### config.mk
export PLATFORM = sky130hd
export DESIGN_NAME = led_pattern_gen
export DESIGN_NICKNAME = d
export VERILOG_FILES = /design/src/rtl/led_pattern_pkg.sv /design/src/rtl/led_pattern_chan.sv /design/src/rtl/led_pattern_gen.sv
export SDC_FILE = /design/constraint.sdc
export NUM_CORES = 1
export LEC_CHECK = 0
export ABC_AREA = 1
export CORE_MARGIN = 1.5
export CORE_UTILIZATION = 48
export DETAILED_ROUTE_END_ITERATION = 8
export PLACE_DENSITY = 0.7
export SLEW_MARGIN = 20
export SYNTH_ARGS = -nofsm -noshare
export SYNTH_HDL_FRONTEND = slang
export SYNTH_SLANG_ARGS = --single-unit
### constraint.sdc
create_clock -name sys_clk -period 2 [get_ports sys_clk]
set_input_delay 0.3 -clock sys_clk [delete_from_list [all_inputs] [get_ports sys_clk]]
set_output_delay 0.3 -clock sys_clk [all_outputs]
set_load 0.05 [all_outputs]
### src/rtl/led_pattern_pkg.sv
// Shared types and helpers for the multi-channel LED pattern generator.
package led_pattern_pkg;

    // Per-channel drive mode; encoding matches the packed mode port slices.
    typedef enum logic [1:0] {
        LM_OFF   = 2'd0,
        LM_ON    = 2'd1,
        LM_BLINK = 2'd2,
        LM_PWM   = 2'd3
    } led_mode_t;

    // LED level a channel takes on the cycle it switches into mode m.
    function automatic logic led_init(led_mode_t m, logic duty_nz);
        case (m)
            LM_ON:   return 1'b1;
            LM_PWM:  return duty_nz;
            default: return 1'b0;
        endcase
    endfunction

endpackage

### src/rtl/led_pattern_chan.sv
// One LED channel: phase counter advanced by the shared tick, driving a
// single LED as OFF / ON / BLINK / PWM, plus a one-cycle wrap pulse.
module led_pattern_chan
    import led_pattern_pkg::*;
#(
    parameter int PW = 8
) (
    input  logic          sys_clk,
    input  logic          sys_rst,
    input  logic          tick,
    input  led_mode_t     mode,
    input  logic [PW-1:0] period,
    input  logic [PW-1:0] duty,
    output logic          led,
    output logic          wrap
);

    logic [PW-1:0] phase_q, phase_d;
    led_mode_t     mode_q,  mode_d;
    logic          led_q,   led_d;
    logic          wrap_q,  wrap_d;

    logic [PW-1:0] last;
    logic [PW:0]   phase_inc;
    logic          duty_nz;

    // Period 0 behaves as period 1; the increment is one bit wider so the
    // PWM compare against duty never overflows.
    assign last      = (period == '0) ? '0 : period - PW'(1);
    assign phase_inc = {1'b0, phase_q} + (PW+1)'(1);
    assign duty_nz   = (duty != '0);

    // Next-state: mode change beats tick; wrap uses >= so a shortened period
    // wraps on the very next tick instead of running up to 2^PW.
    always_comb begin
        // NOTE: every output gets a default first so no path leaves a latch.
        phase_d = phase_q;
        mode_d  = mode_q;
        led_d   = led_q;
        wrap_d  = 1'b0;
        if (mode != mode_q) begin
            mode_d  = mode;
            phase_d = '0;
            led_d   = led_init(mode, duty_nz);
        end else if (tick) begin
            if (phase_q >= last) begin
                phase_d = '0;
                wrap_d  = 1'b1;
                case (mode_q)
                    LM_BLINK: led_d = ~led_q;
                    LM_PWM:   led_d = duty_nz;
                    default:  led_d = led_q;
                endcase
            end else begin
                phase_d = phase_inc[PW-1:0];
                if (mode_q == LM_PWM) begin
                    led_d = (phase_inc < {1'b0, duty});
                end
            end
        end
    end

    // Channel state register with asynchronous clear.
    always_ff @(posedge sys_clk or posedge sys_rst) begin
        // NOTE: sequential state uses <= so all flops sample pre-edge values.
        if (sys_rst) begin
            phase_q <= '0;
            mode_q  <= LM_OFF;
            led_q   <= 1'b0;
            wrap_q  <= 1'b0;
        end else begin
            phase_q <= phase_d;
            mode_q  <= mode_d;
            led_q   <= led_d;
            wrap_q  <= wrap_d;
        end
    end

    assign led  = led_q;
    assign wrap = wrap_q;

endmodule

### src/rtl/led_pattern_gen.sv
// Multi-channel LED pattern generator: shared prescaler tick feeding NCH
// independent channels.
module led_pattern_gen
    import led_pattern_pkg::*;
#(
    parameter int NCH      = 4,
    parameter int PW       = 8,
    parameter int PRESCALE = 500000
) (
    input  logic              sys_clk,
    input  logic              sys_rst,
    input  logic              en,
    input  logic [2*NCH-1:0]  mode,
    input  logic [PW*NCH-1:0] period,
    input  logic [PW*NCH-1:0] duty,
    output logic [NCH-1:0]    led,
    output logic [NCH-1:0]    wrap
);

    // Keep the counter at least one bit wide so PRESCALE=1 still elaborates;
    // it then sits at 0 and tick follows en every cycle.
    localparam int             PCW       = (PRESCALE > 1) ? $clog2(PRESCALE) : 1;
    localparam logic [PCW-1:0] PCNT_LAST = PCW'(PRESCALE - 1);

    logic [PCW-1:0] pcnt_q, pcnt_d;
    logic           tick;

    assign tick = en & (pcnt_q == PCNT_LAST);

    // Prescaler next count: free-runs 0..PRESCALE-1 while enabled, else holds.
    always_comb begin
        pcnt_d = pcnt_q;
        if (en) begin
            pcnt_d = (pcnt_q == PCNT_LAST) ? '0 : pcnt_q + PCW'(1);
        end
    end

    // Prescaler register.
    always_ff @(posedge sys_clk or posedge sys_rst) begin
        if (sys_rst) begin
            pcnt_q <= '0;
        end else begin
            pcnt_q <= pcnt_d;
        end
    end

    for (genvar i = 0; i < NCH; i++) begin : g_chan
        led_pattern_chan #(
            .PW(PW)
        ) u_chan (
            .sys_clk (sys_clk),
            .sys_rst (sys_rst),
            .tick    (tick),
            .mode    (led_mode_t'(mode[2*i +: 2])),
            .period  (period[PW*i +: PW]),
            .duty    (duty[PW*i +: PW]),
            .led     (led[i]),
            .wrap    (wrap[i])
        );
    end

endmodule

# After elaboration in Yosys (flattened, before gate mapping)
# Index checks and enable logic that the tools add are counted.
# word_totals
reg_bits	67
in_bits	75
output_inout_bits	8
elab_cells	137
# classes
n_reduce_logical	24
mux	53
n_lt_le_gt_ge	8
bitwise	5
n_eq_ne	21
n_addsub	9
# op_table
cell	n
$mux 8	16
$add 8x1->9 const B	4
$lt 9x8->1	4
$ge 8x8->1	4
$logic_not 8->1	4
$reduce_bool 8->1	4
$sub 8x1->8 const B	4
$mux 1	28
$eq 2x2->1 const B	12
$reduce_bool 3->1	8
$add 19x1->19 const B	1
$eq 19x19->1 const B	1
$mux 19	1
$pmux 1 s2	8
$reduce_and 3->1	4
$eq 2x1->1 const B	4
$ne 2x2->1	4
$reduce_bool 2->1	4
$not 1->1	4
$and 1x1->1	1

# Depth between registers and ports, before layout
# Gate-level depths: netlist of run 1.
# logic_depth
ltp_word	6
ltp_mapped	20

# Modules after synthesis
# From an unflattened synthesis of run 1, not the netlist that was laid out.
# hier_totals
hier_cells	931
hier_area_um2	6256.0
# by_module_without_submodules
module	n_inst	area_each_um2	cells_each
led_pattern_chan (g_chan[1].u_chan ...)	2	1278.7	195
led_pattern_chan (g_chan[0].u_chan)	1	1277.5	195
led_pattern_chan (g_chan[3].u_chan)	1	1276.2	194
led_pattern_gen	1	1144.8	152

# Least setup slack after synthesis of run 1
# OpenSTA, ideal clock, no wires.
# synth_timing
kind	input-to-reg
startpoint	input period[16]
endpoint	register g_chan[2].u_chan.phase_q[5]
setup_slack_ns	-0.242
required_ns	1.935
stages	18
t_arrival_ns	2.177
cell_sequence	inv_1 -> ha_1 -> nand2_1 -> inv_1 -> nand2_1 -> nor3_1 -> inv_1 -> nand3_1 -> ha_1 -> nand2_1 -> nor2_1 -> nor2_1 -> nand2_1 -> nand2_1 -> nand2_1 -> nor3_4 -> nand2_1 -> nand2_1
# synth_via
elab_chain_len	6
elab_cells_between_ends	7
classes_between	add/sub (1); order compare (1); mux (4); reduce/logical (1)
# synth_lines
item	line_no	rtl
from (decl)	led_pattern_gen.sv:14	input logic [PW*NCH-1:0] period,
$sub 8x1->8 / $logic_not 8->1 (equally long branches)	led_pattern_chan.sv:29	assign last = (period == '0) ? '0 : period - PW'(1);
$mux 8 *	led_pattern_chan.sv:29	
$ge 8x8->1 *	led_pattern_chan.sv:46	if (phase_q >= last) begin
$mux 8 *	led_pattern_chan.sv:46	
$mux 8 *	led_pattern_chan.sv:45	end else if (tick) begin
$mux 8 *	led_pattern_chan.sv:41	if (mode != mode_q) begin
to (signal assigned)	led_pattern_chan.sv:72	phase_q <= phase_d;
to (decl)	led_pattern_chan.sv:18	logic [PW-1:0] phase_q, phase_d;
# Mark *: on every way between the ends. The rest lies on a longest branch, timed or not. The select of a mux whose other input is x is not followed.
# A chain may end at the register's enable or synchronous reset.

# Worst setup path in the final report of run 1
# layout_timing
startpoint	input period[27]
endpoint	register g_chan[3].u_chan.led_q
# layout_via
elab_chain_len	6
elab_cells_between_ends	9
classes_between	add/sub (1); order compare (1); mux (4); reduce/logical (3)
# layout_lines
item	line_no	rtl
$sub 8x1->8 / $logic_not 8->1 (equally long branches)	led_pattern_chan.sv:29	
$mux 8 *	led_pattern_chan.sv:29	
$ge 8x8->1 *	led_pattern_chan.sv:46	
$mux 1	led_pattern_chan.sv:46	
$mux 1	led_pattern_chan.sv:45	
$mux 1	led_pattern_chan.sv:41	
to (signal assigned)	led_pattern_chan.sv:74	led_q <= led_d;
to (decl)	led_pattern_chan.sv:20	logic led_q, led_d;
# Marks and branches as above.

==> out/results.tsv, run 1 <==
stage	metric	value	unit
status	status	complete, but fails checks	
status	violated checks	negative setup slack	
drt	drt via density	5.01	
pwr	PnR Total Power	4.24	mW
cts	CTS max path bufs	2	
die	I/O pins	83	
finish	fin util	73.5	%
pwr	Max IR drop VDD	0.508	mV
drt	Vias	6461	
worst_setup_path	cell family with most CP delay	simple AND/OR/NAND/NOR gates	
synthesis	top post-synthesis cells by area	dfrtp_1, ha_1, nand2_1, inv_1, nand3_1	
timing	Tcrit/Tclk final	107	%
drt	antenna-violating nets left	0	
drt	drt wl/cell	12.5	um
finish	share of cells above drive strength 1	31.1	%
synthesis	Synth top area share	26.8	%
die	DIE AREA	0.0137	mm^2
synthesis	synthesized instance count	921	
pwr	PwrDens	455	mW/mm^2
pwr	Psw	1.20	mW
die	Core ar.	0.0127	mm^2
die	FP Rows	41	
synthesis	Seq/Total Area, Yosys	26.8	%
cts	Root Driver	clkbuf_16	
finish	fin nets	1256	
hold_path	Hold Path Class	input port to asynchronous set/reset pin	
placed_design	I/O Buffers	82	
worst_setup_path	crit end category	flip-flop	
grt	wire length of the first global-routing pass	25600	um
worst_setup_path	worst path bufs/invs	2	
timing	Final WS setup	-0.148	ns
worst_setup_path	Worst path max stage delay	0.32	ns
cts	CTS sink count	67	
timing	slew at the pin with the worst max-slew slack	0.509	ns
finish	area delta synth->final	48.8	%
timing	RSZ-0062 raised after global routing	yes	
drt	DRC Markers	0	
worst_setup_path	worst path required time	2.22	ns
pwr	Clock power frac	40.9	%
grt	GRT overflow	0	
worst_setup_path	slowest CP cell	xnor2_1	
synthesis	largest area contributor in the netlist	dfrtp_1	
synthesis	EDFF count, synth	0	
synthesis	Cell variety after synth	42	
pwr	sequential fraction of design power	36.1	%
worst_setup_path	most used cell, CP	nand2_1	
synthesis	Syn Nets	1065	
die	Starting Density	49.4	%
placed_design	Placement Setup Slack	-0.961	ns
worst_setup_path	CP Max Fanout	4	
finish	fillcell total	1019	
synthesis	number of synthesis warnings	0	
cts	CTS tree	yes	
job	Max Cap Violations	0	
synthesis	Netlist Area Pre-Place	0.00626	mm^2
timing	max frequency	0.466	GHz
drt	Initial DRC Count	188	
cts	clock transition at the registers of the reported paths	0.05	ns
placed_design	GPL Wtd Cong	0.861	
drt	Routed WL	16100	um
timing	Final min period	2.15	ns
die	die height	117	um
finish	ant diodes	0	
pwr	Net Sw Frac	28.3	%
worst_setup_path	Worst Path Arrival	2.37	ns
pwr	Pleak	5.05	nW
timing	Hold Vio Cnt, Final	0	
drt	drt pass-1 iters	4	
timing	setup TNS	-0.746	ns
worst_setup_path	Startpoint Class	input port	
grt	largest net degree at the start of global routing	68	
grt	initial antenna violation count	0	
pwr	combinational power share	23.0	%
worst_setup_path	WS Path Type	input port to flip-flop	
timing	max-slew violations	0	
timing	clock skew	0.00497	ns
grt	Tot GR Track Use	23.1	%
cts	worst skew pair latency	0.33	ns
synthesis	Synth async-reset ratio	100	%
cts	CTS Buf Count	9	
synthesis	Seq cells post-synth	67	
grt	vias in the first global route	5953	
die	DIE WIDTH	117	um
worst_setup_path	critical-path cell list	dlygate4sd2_1, buf_4, nor2_1, nand2_1, xnor2_1, nand2_4, ha_4, a21oi_2, o21a_1, nand2_4, a21boi_1, nand2_1, nand2_1, nand2_1	
timing	Hold WS	0.365	ns
synthesis	prevailing post-synth register cell	dfrtp_1	
timing	Relative slew margins	65.9	%
cts	hold-fix buffers at CTS	0	
placed_design	DPL Wire Length	11100	um
pwr	Internal	3.04	mW
cts	H-tree Lvls	3	
timing	endpoints failing setup	12	
synthesis	mean post-synth cell area	6.79	um^2
-- power by group through the flow --
stage / logic, mW / clock network [mW] / registers (mW)
finish: 0.975 / 1.73 / 1.53
global route: 1.09 / 1.82 / 1.54
CTS: 0.926 / 1.76 / 1.53
detailed placement: 0.883 / 0 / 1.55
global placement: 0.873 / 0 / 1.55
floorplan: 0.589 / 0 / 1.50
-- final cells by class --
type	instances	area, um^2	share of cell area (%)
flip-flops and latches	67	1680	18.0
well taps	172	215	2.31
clock buffers	12	256	2.76
clock inverters	4	72.6	0.779
inverters	147	592	6.36
repair buffers	204	1810	19.4
repair inverters	1	5.00	0.0538
multi-input cells	682	4690	50.3
-- registers in the layout (all words and copies together), names as in the netlist --
signal and flops:
g_chan.u_chan.wrap 4, g_chan.u_chan.led 4, g_chan.u_chan.mode_q 8, g_chan.u_chan.phase_q 32, pcnt_q 19
-- timing repair --
| item | CTS | global route |
|---|---|---|
| buffers inserted | 24 | 14 |
| endpoints found under the hold margin | 0 | 0 |
| resized for setup | 176 | 99 |
| cloned | 1 | 0 |
| endpoints found under the setup margin | 40 | 39 |
| pin swaps | 76 | 71 |
-- tightest hold or removal path, delay by kind of cell --
family,cells,cell delay (ns)
buffers and inverters,3,0.80
-- worst paths after layout --
path / start / endpoint / slack [ns] / depth (start not counted)
max: period[27] / g_chan[3].u_chan.led$_DFFE_PP0P_ / -0.15 / 14
min: sys_rst / g_chan[1].u_chan.wrap$_DFF_PP0_ / 0.36 / 3
min in group sys_clk: mode[4] / g_chan[2].u_chan.mode_q[0]$_DFFE_PP0N_ / 0.47 / 1
min reg2reg: g_chan[3].u_chan.led$_DFFE_PP0P_ / g_chan[3].u_chan.led$_DFFE_PP0P_ / 0.51 / 2
max reg2reg: g_chan[2].u_chan.phase_q[1]$_DFFE_PP0P_ / g_chan[2].u_chan.led$_DFFE_PP0P_ / -0.10 / 13
max in group asynchronous: sys_rst / g_chan[3].u_chan.phase_q[4]$_DFFE_PP0P_ / 1.35 / 3
-- per-stage QoR --
step / instances / instance area [um^2]
after detailed placement: 1235 / 7990
after floorplan: 921 / 6410
final: 1289 / 9310
after global routing: 1289 / 9310
after global placement: 1235 / 7990
after CTS: 1276 / 8860
-- per-layer routing --
layer | global-route usage, % | vias to the layer above | wire length [um]
li1 | - | 3342 | -
met1 | 28.8 | 2972 | 7090
met2 | 42.0 | 121 | 8280
met3 | 1.91 | 26 | 454
met4 | 7.87 | 0 | 313
met5 | 0 | - | 0
-- cells by family after synthesis --
| family | count (synthesis) | synth area share (%) |
|---|---|---|
| xor+xnor | 37 | 5.18 |
| compound gates | 75 | 6.76 |
| buf+inv | 172 | 11.2 |
| simple gates | 499 | 36.0 |
| mux | 2 | 0.320 |
| fa+ha+maj | 69 | 13.8 |
| flops | 67 | 26.8 |
-- cell usage after synthesis (3+ instances only) --
library cell / instances
nand4_1: 27
nor3_1: 13
or2_2: 15
nand2_1: 228
o21bai_1: 4
clkbuf_1: 10
nor2_2: 4
nand3b_1: 3
buf_2: 4
clkinv_1: 4
o21ai_0: 21
xnor2_1: 13
nor3_4: 3
inv_1: 138
buf_4: 9
a21o_1: 3
a21oi_1: 28
inv_2: 5
o21ai_1: 7
nor2_1: 98
dfrtp_1: 67
ha_1: 69
xor2_1: 24
o21a_1: 4
nand3_1: 93
-- cells in the final DEF (no fill, tap or decap), types with 4 or more instances in the layout --
master and instances:
buf_12 5, nand3_2 13, xor2_1 19, a21oi_1 17, clkbuf_16 9, a21oi_2 12
xor2_2 5, buf_6 9, nor2_1 77, clkdlybuf4s15_1 5, inv_2 18, nand2_4 17
nor2_2 20, nand2_2 33, o21a_1 4, nand4_1 27, o21bai_1 4, buf_8 6
ha_1 48, ha_4 19, nand3_1 79, buf_4 110, clkdlybuf4s50_1 50, o21ai_1 12
inv_4 4, o21ai_0 14, nand2_1 180, nor2_4 7, buf_2 5, xnor2_2 4
or2_2 13, xnor2_1 9, dfrtp_1 67, inv_1 119, nor3_1 7, dlygate4sd2_1 10
nor3_4 8
No activity file was read; power rests on OpenSTA's default activity.
==> run 2, diff against run 1 <==
--- a/config.mk
+++ b/config.mk
@@ -6,6 +6,7 @@
 export NUM_CORES = 1
 export LEC_CHECK = 0
 export ABC_AREA = 1
+export CAP_MARGIN = 20
 export CORE_MARGIN = 1.5
 export CORE_UTILIZATION = 48
 export DETAILED_ROUTE_END_ITERATION = 8
==> results of run 2 <==
Same layout as run 1: the final DEF is identical, and so are final timing and power.
